$ cat src/rtl/traffic_pkg.sv
// traffic_pkg: phase codes, light encodings, direction constants and light decode shared by the traffic controller
package traffic_pkg;
  typedef enum logic [2:0] {
    NS_G     = 3'd0,
    NS_Y     = 3'd1,
    RED_NS   = 3'd2,
    EW_G     = 3'd3,
    EW_Y     = 3'd4,
    RED_EW   = 3'd5,
    EMG_HOLD = 3'd6
  } phase_t;
  localparam logic [2:0] LIGHT_RED = 3'b100;
  localparam logic [2:0] LIGHT_YEL = 3'b010;
  localparam logic [2:0] LIGHT_GRN = 3'b001;
  localparam logic DIR_NS = 1'b0;
  localparam logic DIR_EW = 1'b1;
  function automatic logic [5:0] decode_lights(input phase_t p, input logic dir);
    return p == NS_G     ? {LIGHT_GRN, LIGHT_RED} :
           p == NS_Y     ? {LIGHT_YEL, LIGHT_RED} :
           p == EW_G     ? {LIGHT_RED, LIGHT_GRN} :
           p == EW_Y     ? {LIGHT_RED, LIGHT_YEL} :
           p == EMG_HOLD ? (dir == DIR_EW ? {LIGHT_RED, LIGHT_GRN} : {LIGHT_GRN, LIGHT_RED}) :
                           {LIGHT_RED, LIGHT_RED};
  endfunction
endpackage

$ cat src/rtl/traffic_phase_controller_phase_timer.sv
// phase_timer: saturating down-counter; load beats hold beats decrement (clk, rst, load, loadVal, hold -> count, isZero)
module phase_timer #(
  parameter int BIT_WIDTH = 6,
  parameter logic [BIT_WIDTH-1:0] RST_VAL = '0
) (
  input  logic                 clk,
  input  logic                 rst,
  input  logic                 load,
  input  logic [BIT_WIDTH-1:0] loadVal,
  input  logic                 hold,
  output logic [BIT_WIDTH-1:0] count,
  output logic                 isZero
);
  logic [BIT_WIDTH-1:0] count_q;
  always_ff @(posedge clk) begin
    if (rst) count_q <= RST_VAL;
    else if (load) count_q <= loadVal;
    else if (!hold && count_q != '0) count_q <= count_q - 1'b1;
  end
  assign count = count_q;
  assign isZero = count_q == '0;
endmodule

$ cat src/rtl/traffic_phase_controller.sv
// traffic_phase_controller: NS/EW phase sequencer with emergency preemption; clk/rst, carWaitNS/EW, emgReq/emgDir in; lightNS/EW, timeLeft, phase, emgActive out; GREEN_EXTEND_EN holds green at zero until the cross street has a car
module traffic_phase_controller
  import traffic_pkg::*;
#(
  parameter int BIT_WIDTH   = 6,
  parameter int GREEN_TIME  = 20,
  parameter int YELLOW_TIME = 4,
  parameter int RED_TIME    = 2
) (
  input  logic                 clk,
  input  logic                 rst,
  input  logic                 carWaitNS,
  input  logic                 carWaitEW,
  input  logic                 emgReq,
  input  logic                 emgDir,
  output logic [2:0]           lightNS,
  output logic [2:0]           lightEW,
  output logic [BIT_WIDTH-1:0] timeLeft,
  output logic [2:0]           phase,
  output logic                 emgActive
);
  localparam logic [BIT_WIDTH-1:0] G_LD = BIT_WIDTH'(GREEN_TIME - 1);
  localparam logic [BIT_WIDTH-1:0] Y_LD = BIT_WIDTH'(YELLOW_TIME - 1);
  localparam logic [BIT_WIDTH-1:0] R_LD = BIT_WIDTH'(RED_TIME - 1);
  phase_t phase_q, phase_d;
  logic emg_q, emg_d, emg_dir_q, emg_dir_d;
  logic [2:0] light_ns_q, light_ew_q;
  logic is_zero, accept, stay_ns, stay_ew;
  logic [BIT_WIDTH-1:0] load_val;
`ifdef GREEN_EXTEND_EN
  assign stay_ns = !carWaitEW;
  assign stay_ew = !carWaitNS;
`else
  logic unused_car;
  assign unused_car = carWaitNS | carWaitEW;
  assign stay_ns = 1'b0;
  assign stay_ew = 1'b0;
`endif
  assign accept = emgReq && !emg_q;
  assign emg_dir_d = accept ? emgDir : emg_dir_q;
  // an acceptance landing on an all-red zero edge is routed straight to the hold
  assign emg_d = accept | (emg_q & !(phase_q == EMG_HOLD && !emgReq));
  always_comb begin
    phase_d = phase_q == NS_G     ? (accept ? (emgDir == DIR_NS ? EMG_HOLD : NS_Y) : (is_zero && !stay_ns) ? NS_Y : NS_G) :
              phase_q == EW_G     ? (accept ? (emgDir == DIR_EW ? EMG_HOLD : EW_Y) : (is_zero && !stay_ew) ? EW_Y : EW_G) :
              phase_q == NS_Y     ? (is_zero ? RED_NS : NS_Y) :
              phase_q == EW_Y     ? (is_zero ? RED_EW : EW_Y) :
              phase_q == RED_NS   ? (is_zero ? ((emg_q || accept) ? EMG_HOLD : EW_G) : RED_NS) :
              phase_q == RED_EW   ? (is_zero ? ((emg_q || accept) ? EMG_HOLD : NS_G) : RED_EW) :
              phase_q == EMG_HOLD ? (emgReq ? EMG_HOLD : (emg_dir_q == DIR_EW ? EW_Y : NS_Y)) :
                                    RED_EW;
    load_val = (phase_d == NS_G || phase_d == EW_G) ? G_LD :
               (phase_d == NS_Y || phase_d == EW_Y) ? Y_LD :
               phase_d == EMG_HOLD ? '0 : R_LD;
  end
  phase_timer #(.BIT_WIDTH(BIT_WIDTH), .RST_VAL(R_LD)) u_timer (
    .clk(clk),
    .rst(rst),
    .load(phase_d != phase_q),
    .loadVal(load_val),
    .hold(phase_q == EMG_HOLD),
    .count(timeLeft),
    .isZero(is_zero)
  );
  always_ff @(posedge clk) begin
    if (rst) begin
      phase_q <= RED_EW;
      emg_q <= 1'b0;
      emg_dir_q <= DIR_NS;
      {light_ns_q, light_ew_q} <= {LIGHT_RED, LIGHT_RED};
    end else begin
      phase_q <= phase_d;
      emg_q <= emg_d;
      emg_dir_q <= emg_dir_d;
      {light_ns_q, light_ew_q} <= decode_lights(phase_d, emg_dir_d);
    end
  end
  assign phase = phase_q;
  assign emgActive = emg_q;
  assign lightNS = light_ns_q;
  assign lightEW = light_ew_q;
endmodule

$ cat config.mk
export PLATFORM = sky130hd
export DESIGN_NAME = traffic_phase_controller
export DESIGN_NICKNAME = d
export VERILOG_FILES = /design/src/rtl/traffic_pkg.sv /design/src/rtl/traffic_phase_controller_phase_timer.sv /design/src/rtl/traffic_phase_controller.sv
export SDC_FILE = /design/constraint.sdc
export NUM_CORES = 1
export LEC_CHECK = 0
export CAP_MARGIN = 5
export CORE_ASPECT_RATIO = 0.8
export CORE_MARGIN = 5
export CORE_UTILIZATION = 30
export DETAILED_ROUTE_END_ITERATION = 7
export PLACE_DENSITY = 0.47
export SLEW_MARGIN = 5
export SYNTH_ARGS = -nofsm -noshare
export SYNTH_HDL_FRONTEND = slang
export SYNTH_SLANG_ARGS = --single-unit
$ cat constraint.sdc
create_clock -name clk -period 2.8 [get_ports clk]
set_input_delay 0.28 -clock clk [delete_from_list [all_inputs] [get_ports clk]]
set_output_delay 0.28 -clock clk [all_outputs]
set_load 0.02 [all_outputs]
[After elaboration in Yosys (flattened, before gate mapping)]
Cells that the tools add are included.
Storage, ports and cells
  input port bits: 6
  bits in read-only memories: 0
  bits in latches: 0
  register bits after elaboration: 17
  memories: 0
  word-level logic and storage cells: 73
  RAM bits: 0
  output and inout bits: 16
Operators by class
  shifts and indexed selects: 0
  order comparisons: 0
  div/mod/pow operators: 0
  muxes and demuxes: 33
  multiply operators: 0
  add/sub/neg operators: 1
  bitwise gates (word level): 2
  reductions and logical operators: 18
  eq/ne operators: 11
Operators by type and width (count)
  $mux 3: 17
  $mux 6: 8
  $eq 3x3->1 const B: 5
  $eq 3x2->1 const B: 3
  $eq 3x1->1 const B: 2
  $logic_not 3->1: 2
  $logic_not 6->1: 1
  $mux 2: 3
  $reduce_bool 6->1: 1
  $sub 6x1->6 const B: 1
  $mux 5: 1
  $logic_not 1->1: 4
  $mux 1: 4
  $reduce_or 4->1: 1
  $logic_and 1x1->1: 3
  $logic_or 1x1->1: 3
  $ne 3x3->1: 1
  $reduce_or 3->1: 1
  $reduce_bool 2->1: 1
  $reduce_or 2->1: 1
  $and 1x1->1: 1
  $or 1x1->1: 1

[Depth between registers and ports, before layout]
Gate-level depths: netlist (run 1).
  depth after elaboration: 17
  depth in mapped cells: 10
  mapped depth without buffers: 9

[Hierarchy]
From an unflattened synthesis (run 1), not the netlist that was laid out.
Second synthesis, totals
  cell total of the unflattened synthesis: 141
  area, all modules: 1153.6 µm²
By module, submodules not included
  traffic_phase_controller: times used 1, cells an instance 94, seq. area each 220.2 µm², area an instance 772.0 µm²
  phase_timer: times used 1, cells an instance 47, seq. area each 120.1 µm², area an instance 381.6 µm²

[Least setup slack after synthesis (run 1)]
OpenSTA, ideal clock, no wires.
  kind: register -> register
  from: register u_timer.count_q[0] (netlist: u_timer.count[0])
  to: register u_timer.count_q[1] (netlist: u_timer.count[1])
  cell stages (with the launch flop): 10
  required time: 2705 ps
  setup slack: 182 ps
  buffers on the path: 0
  setup time: 95 ps
  clock period less this slack: 2618 ps
  arrival: 2522 ps
  path through: dfxtp_1 inv_1 ha_1 nor3b_4 a311o_1 a211o_1 a31oi_4 o211ai_4 or4_1 o311ai_1
On the way
  cells in the longest elaborated chain, start to end: 13
  elaborated cells on any way between the ends: 30
  those cells by class: 1 x add/sub; 4 x eq/ne; 18 x mux; 7 x reduce/logical
RTL lines
  from (decl): line traffic_phase_controller_phase_timer.sv:14  | logic [BIT_WIDTH-1:0] count_q;
  from (signal assigned): line traffic_phase_controller_phase_timer.sv:17  | else if (load) count_q <= loadVal;
  from (signal assigned): line traffic_phase_controller_phase_timer.sv:18  | else if (!hold && count_q != '0) count_q <= count_q - 1'b1;
  $logic_not 6->1: line traffic_phase_controller_phase_timer.sv:21  | assign isZero = count_q == '0;
  $mux 3 (2 in a row): line traffic_phase_controller.sv:49  | phase_q == RED_EW ? (is_zero ? ((emg_q || accept) ? EMG_HOLD : NS_G) : RED_EW) :
  $mux 3: line traffic_phase_controller.sv:48  | phase_q == RED_NS ? (is_zero ? ((emg_q || accept) ? EMG_HOLD : EW_G) : RED_NS) :
  $mux 3: line traffic_phase_controller.sv:47  | phase_q == EW_Y ? (is_zero ? RED_EW : EW_Y) :
  $mux 3: line traffic_phase_controller.sv:46  | phase_q == NS_Y ? (is_zero ? RED_NS : NS_Y) :
  $mux 3: line traffic_phase_controller.sv:45  | phase_q == EW_G ? (accept ? (emgDir == DIR_EW ? EMG_HOLD : EW_Y) : (is_zero && !stay_ew) ? EW_Y : EW_G) :
  $mux 3: line traffic_phase_controller.sv:44  | phase_d = phase_q == NS_G ? (accept ? (emgDir == DIR_NS ? EMG_HOLD : NS_Y) : (is_zero && !stay_ns) ? NS_Y : NS ...
  $eq 3x1->1 or $eq 3x3->1 (tied branches): line traffic_phase_controller.sv:53  | (phase_d == NS_Y || phase_d == EW_Y) ? Y_LD :
  $logic_or 1x1->1: line traffic_phase_controller.sv:53
  $mux 2: line traffic_phase_controller.sv:53
  $mux 5: line traffic_phase_controller.sv:52  | load_val = (phase_d == NS_G || phase_d == EW_G) ? G_LD :
  $mux 6: line traffic_phase_controller_phase_timer.sv:17
Parallel ways exist; a longest one is shown, timed or not. The select of a mux whose other input is x is not followed.
A chain may end at the register's enable or synchronous reset.

[Worst setup path after layout (run 1)]
Same ends and word-level chain as after synthesis.

==> results of run 1 <==
worst paths after layout:
check	start	endpoint	slack (ps)	cells after the start
setup reg to reg	u_timer.count[0]$_SDFFE_PP1P_	u_timer.count[1]$_SDFFE_PP0P_	160	9
hold / removal	u_timer.count[3]$_SDFFE_PP0P_	u_timer.count[3]$_SDFFE_PP0P_	610	2
hold reg to reg	u_timer.count[3]$_SDFFE_PP0P_	u_timer.count[3]$_SDFFE_PP0P_	610	2
setup / recovery	u_timer.count[0]$_SDFFE_PP1P_	u_timer.count[1]$_SDFFE_PP0P_	160	9
cells by family after synthesis:
family / count (synthesis)
AOI/OAI and AO/OA: 37
xor gates and xnor gates: 5
adders and majority gates: 1
buffers and inverters: 14
DFF: 17
muxes: 1
and+or+nand+nor: 62
routing by layer:
| layer | track usage, % | wire length, µm |
|---|---|---|
| met5 | 0 | 0 |
| met4 | 1.93 | 11 |
| met3 | 3.42 | 178 |
| met2 | 21.7 | 1540 |
| met1 | 17.4 | 1590 |
repair_timing:
| item | CTS | global route |
|---|---|---|
| resized for setup | 0 | 0 |
| hold endpoints to repair | 0 | 0 |
| endpoints found under the setup margin | 0 | 1 |
| buffers inserted | 0 | 1 |
| hold buffers | 0 | 0 |
layout make-up:
| type | count | area (µm²) | share of cell area, % |
|---|---|---|---|
| Multi-Input combinational cell | 106 | 753 | 48.0 |
| Timing Repair Buffer | 40 | 348 | 22.2 |
| Sequential cell | 17 | 340 | 21.7 |
| Tap cell | 44 | 55.1 | 3.51 |
| Clock buffer | 3 | 41.3 | 2.63 |
| Inverter | 7 | 26.3 | 1.67 |
| Clock inverter | 1 | 5.00 | 0.319 |
cell usage in the layout, fill, tap and decap left out, types with 3 or more instances in the layout:
| cell | count |
|---|---|
| or2_2 | 3 |
| inv_1 | 7 |
| nand2_1 | 6 |
| clkbuf_8 | 3 |
| o21ai_0 | 5 |
| nor3_1 | 8 |
| a21oi_1 | 6 |
| a311o_1 | 3 |
| clkdlybuf4s50_1 | 19 |
| or4_1 | 4 |
| xor2_1 | 3 |
| dfxtp_1 | 17 |
| buf_4 | 21 |
| nand2b_1 | 3 |
| nor2_1 | 16 |
power by group:
| group | internal, mW | total (mW) | switching (mW) |
|---|---|---|---|
| Combinational | 0.633 | 1.27 | 0.639 |
| Sequential | 0.329 | 0.451 | 0.122 |
| Clock | 0.0987 | 0.186 | 0.0873 |
per-stage QoR:
stage | instance area (µm²) | hold WS (ps)
final | 1570 | 612
after CTS | 1560 | 620
after detailed placement | 1520 | 608
after floorplan | 1150 | 360
after global placement | 1520 | 608
after global routing | 1570 | 653
state kept, by name, summed over array words and instances, names as in the netlist:
| register | cells |
|---|---|
| lightEW | 3 |
| lightNS | 3 |
| phase | 3 |
| emg_dir_q | 1 |
| emgActive | 1 |
| u_timer.count | 6 |
worst register-to-register path: cells and delay by family, from the launching register on:
| family | cells | cell delay [ps] |
|---|---|---|
| AO/OA/AOI/OAI | 4 | 580 |
| flip-flops | 1 | 340 |
| buffers and inverters | 1 | 80 |
| adder cells (fa/ha/maj) | 1 | 180 |
| AND/OR/NAND/NOR | 3 | 1350 |
==> impl_metrics.env, run 1 <==
export IMPL_die_area_um2=5180
export IMPL_synth_edff_count=0
export IMPL_cts_max_path_buffers=2
export IMPL_rows=20
export IMPL_critPathBufInv=1
export IMPL_dp_cells=213
export IMPL_drt_iter0_markers=144
export IMPL_slowest_stage="or4_4"
export IMPL_htree_num_levels=1
export IMPL_yosys_area_share_simple_pct=31.9
export IMPL_synth_area_per_cell_um2=8.39
export IMPL_die_w_um=79.2
export IMPL_port_buffers=19
export IMPL_synthArstFlopShare_pct=0
export IMPL_coreArea_um2=3750
export IMPL_crit_path_start_kind="flip-flop"
export IMPL_fin_skew_ps=3.87
export IMPL_crit_family="simple AND/OR/NAND/NOR gates"
export IMPL_antenna_cells=0
export IMPL_fillers=385
export IMPL_ir_drop_uv=649
export IMPL_clk_latency_ps=250
export IMPL_arrival_ps=2800
export IMPL_synthTopCellsByCount="dfxtp_1 (17), nor2_1 (16), nor3_1 (8), inv_1 (7)"
export IMPL_grt_overflow_total=0
export IMPL_synth_compound_area_share_pct=27.9
export IMPL_setup_slack_ps=163
export IMPL_setup_violations=0
export IMPL_post_drt_wl_per_cell_um=15.2
export IMPL_cts_sinks=17
export IMPL_fin_cells=218
export IMPL_synth_top_family_by_area="simple AND/OR/NAND/NOR gates"
export IMPL_synth_nets=144
export IMPL_worstHoldPathType="reg2reg"
export IMPL_worstPathRequired_ps=2960
export IMPL_maxCapViolCount=0
export IMPL_place_ws_ps=-86.8
export IMPL_grt_max_degree=16
export IMPL_vias_per_cell=5.45
export IMPL_start_util_pct=30.6
export IMPL_crit_path_max_fanout=6
export IMPL_p_per_area_nw_per_um2=1220
export IMPL_worstSetupPathType="reg2reg"
export IMPL_ant_nets=0
export IMPL_io_pins=22
export IMPL_drive_gt1_share_pct=21.8
export IMPL_hpwl_um=2590
export IMPL_fmaxAchievable_ghz=0.379
export IMPL_grt_pass1_vias=1111
export IMPL_worstMarginPinSlew_ps=488
export IMPL_grt_pass1_wl_um=5350
export IMPL_yosys_top_cells_area="dfxtp_1 (30%), nor2_1 (5.2%), nor3_1 (3.5%), a21oi_1 (2.6%), a311o_1 (2.6%)"
export IMPL_dr_total_vias=1188
export IMPL_utilization_pct=41.8
export IMPL_power_leakage_nw=0.607
export IMPL_synth_warnings=0
export IMPL_yosysSeqAreaShare_pct=29.6
export IMPL_yosys_area_share_adder_pct=1.09
export IMPL_critPathMaxStageDelay_ps=560
export IMPL_syn_inst=137
export IMPL_finalCriticalPeriod_ps=2640
export IMPL_fin_nets=182
export IMPL_cts_reportedPaths_clkPinSlew_ps=70
export IMPL_synth_main_ff_cell="dfxtp_1"
export IMPL_gp_congestion=0.897
export IMPL_tns_ps=0
export IMPL_grt_setup_unrepaired="false"
export IMPL_synth_distinct_cells=54
export IMPL_cts_tree="built"
export IMPL_die_h_um=65.4
export IMPL_slew_violations=0
export IMPL_synthesis_area_um2=1150
export IMPL_maxSlewHeadroom_pct=67.4
export IMPL_cts_root_buffer="clkbuf_8"
export IMPL_cts_buffers=3
export IMPL_outcome="complete, no violations"
export IMPL_muxShareOfSynthArea_pct=0.871
export IMPL_grt_antenna_before_repair=0
export IMPL_areaGrowthSynthToFinish_pct=36.5
export IMPL_endpoint_kind="flip-flop"
export IMPL_drc_errors=0
export IMPL_first_pass_iters=4
export IMPL_finalCritPeriodShare_pct=94.2
export IMPL_yosys_register_bits=17
export IMPL_wirelength_um=3320
export IMPL_synth_xor_area_share_pct=3.81
export IMPL_finalHoldViolations=0
export IMPL_path_cells="inv_1 > ha_1 > nor3b_4 > a31oi_1 > or4_4 > a31oi_4 > o211ai_4 > or4_1 > o311ai_1"
export IMPL_grt_use_total_pct=13.1
export IMPL_yosysTopAreaCellShare_pct=29.6
export IMPL_power_mw=1.91
export IMPL_yosys_area_top_type="dfxtp_1"
export IMPL_post_synth_top_count_cell="dfxtp_1"
Power figures use the tool's default switching activity.
==> inputs of run 2 (changes only) <==
CELL_PAD_IN_SITES_DETAIL_PLACEMENT = 1   (was not set)
CELL_PAD_IN_SITES_GLOBAL_PLACEMENT = 1   (was not set)
MAX_ROUTING_LAYER = met4   (was not set)
PLACE_DENSITY = 0.61   (was 0.47)
==> run 2 against run 1 <==
Compared with the run above: non-clock buffer count fell by 2; global-route usage rose by 2.1 points; sequential share of layout area rose by 0.23 points; via count rose by 1.0%; combinational power barely moved; final area fell by 1.0%; die area did not move; first-iteration DRC count fell by 47%; maximum frequency fell by 1.4%; cell count fell by 0.92%; largest cell class unchanged; sequential cell count did not move; critical path type is now in2reg; wire length rose by 7.5%.
==> impl_metrics.env, run 2 (synthesis gave the netlist of run 1 again) <==
export IMPL_finalCriticalPeriod_ps=2680
export IMPL_post_drt_wl_per_cell_um=16.5
export IMPL_port_buffers=19
export IMPL_grt_use_total_pct=15.1
export IMPL_die_h_um=65.4
export IMPL_setup_violations=0
export IMPL_ant_nets=0
export IMPL_gp_congestion=0.874
export IMPL_cts_resized=0
export IMPL_p_per_area_nw_per_um2=1250
export IMPL_worstPathRequired_ps=2910
export IMPL_first_pass_iters=4
export IMPL_grt_overflow_total=0
export IMPL_die_w_um=79.2
export IMPL_drt_iter0_markers=77
export IMPL_drive_gt1_share_pct=20.3
export IMPL_cts_sinks=17
export IMPL_finalHoldViolations=0
export IMPL_pwr_share_seq_pct=23.4
export IMPL_hold_buffers=0
export IMPL_vias_per_cell=5.56
export IMPL_grt_pass1_vias=1236
export IMPL_utilization_pct=41.4
export IMPL_endpoint_kind="flip-flop"
export IMPL_ir_drop_uv=476
export IMPL_cts_reportedPaths_clkPinSlew_ps=60
export IMPL_pwr_share_clk_pct=9.5
export IMPL_grt_setup_unrepaired="false"
export IMPL_highest_layer="met4"
export IMPL_grt_pass1_wl_um=6070
export IMPL_arrival_ps=2790
export IMPL_crit_path_max_fanout=8
export IMPL_grt_max_degree=19
export IMPL_maxSlewHeadroom_pct=62.1
export IMPL_slew_violations=0
export IMPL_largest_reg_flops=6
export IMPL_clk_latency_ps=250
export IMPL_pwr_share_comb_pct=67.2
export IMPL_drc_errors=0
export IMPL_cts_max_path_buffers=2
export IMPL_maxCapViolCount=0
export IMPL_fin_skew_ps=1.27
export IMPL_power_leakage_nw=0.593
export IMPL_finalCritPeriodShare_pct=95.6
export IMPL_grt_antenna_before_repair=0
export IMPL_hpwl_um=2790
export IMPL_wirelength_um=3570
export IMPL_wl_met3_um=168
export IMPL_cts_root_buffer="clkbuf_8"
export IMPL_io_pins=22
export IMPL_p_switching_mw=0.869
export IMPL_layout_common_cells="clkdlybuf4s50_1 (19), buf_4 (19), dfxtp_1 (17)"
export IMPL_post_cts_buffers=0
export IMPL_htree_num_levels=1
export IMPL_swShare_pct=44.8
export IMPL_worstSetupPathType="in2reg"
export IMPL_outcome="complete, no violations"
export IMPL_worstMarginPinSlew_ps=568
export IMPL_cts_tree="built"
export IMPL_antenna_cells=0
export IMPL_worstHoldPathType="reg2reg"
export IMPL_dr_total_vias=1200
export IMPL_areaGrowthSynthToFinish_pct=35.0
export IMPL_start_util_pct=30.6
export IMPL_tns_ps=0
export IMPL_crit_path_start_kind="input port"
export IMPL_rows=20
export IMPL_wl_met2_um=1630
export IMPL_fmaxAchievable_ghz=0.374
export IMPL_p_int_mw=1.07
export IMPL_coreArea_um2=3750
export IMPL_die_area_um2=5180
export IMPL_wl_met1_um=1740
export IMPL_fin_nets=180
export IMPL_cts_buffers=3
## run 2: area by class of cell
class	instances	area [µm²]
tap	44	55.1
inverter	7	26.3
clock buffer	4	45.0
fill	452	2200
sequential	17	340
multi-input combinational	106	753
timing repair buffer	38	333
## run 2: per-stage QoR
step	std cells	hold slack, ps	instance area, µm²	total power, mW	setup slack, ps
5_1_grt	216	659	1550	2.10	2.88
3_3_place_gp	212	606	1510	1.75	-67.1
2_1_floorplan	137	360	1150	1.19	182
3_5_place_dp	212	608	1510	1.77	-101
6_report	216	618	1550	1.94	124
4_1_cts	216	627	1550	1.96	150
## run 2: critical path, cell delays in order
cell	delay [ps]
clkdlybuf4s50_1	580
or4_1	570
or4_1	440
a32oi_2	380
a311o_1	220
mux2i_1	90
o21ai_1	130
o311ai_1	100
## run 2: power groups by stage
stage          sequential (mW)  combinational [mW]  clock [mW]
6_report                 0.454                1.30       0.184
4_1_cts                  0.454                1.32       0.192
3_3_place_gp             0.453                1.30           0
2_1_floorplan            0.510               0.681           0
3_5_place_dp             0.459                1.31           0
5_1_grt                  0.472                1.42       0.205
## run 2: path summary, 6_finish.rpt
| path | from | endpoint | slack [ps] | cells after the start |
|---|---|---|---|---|
| worst min-delay path | u_timer.count[5]$_SDFFE_PP0P_ | u_timer.count[5]$_SDFFE_PP0P_ | 620 | 2 |
| worst min register to register | u_timer.count[5]$_SDFFE_PP0P_ | u_timer.count[5]$_SDFFE_PP0P_ | 620 | 2 |
| worst max-delay path | emgReq | u_timer.count[1]$_SDFFE_PP0P_ | 120 | 8 |
| worst max register to register | u_timer.count[1]$_SDFFE_PP0P_ | u_timer.count[1]$_SDFFE_PP0P_ | 180 | 9 |
## run 2: per-layer routing
| metal | up-vias | track usage [%] |
|---|---|---|
| li1 | 588 | - |
| met1 | 582 | 20.1 |
| met2 | 25 | 24.3 |
| met3 | 5 | 3.56 |
| met4 | 0 | 1.93 |
| met5 | - | - |
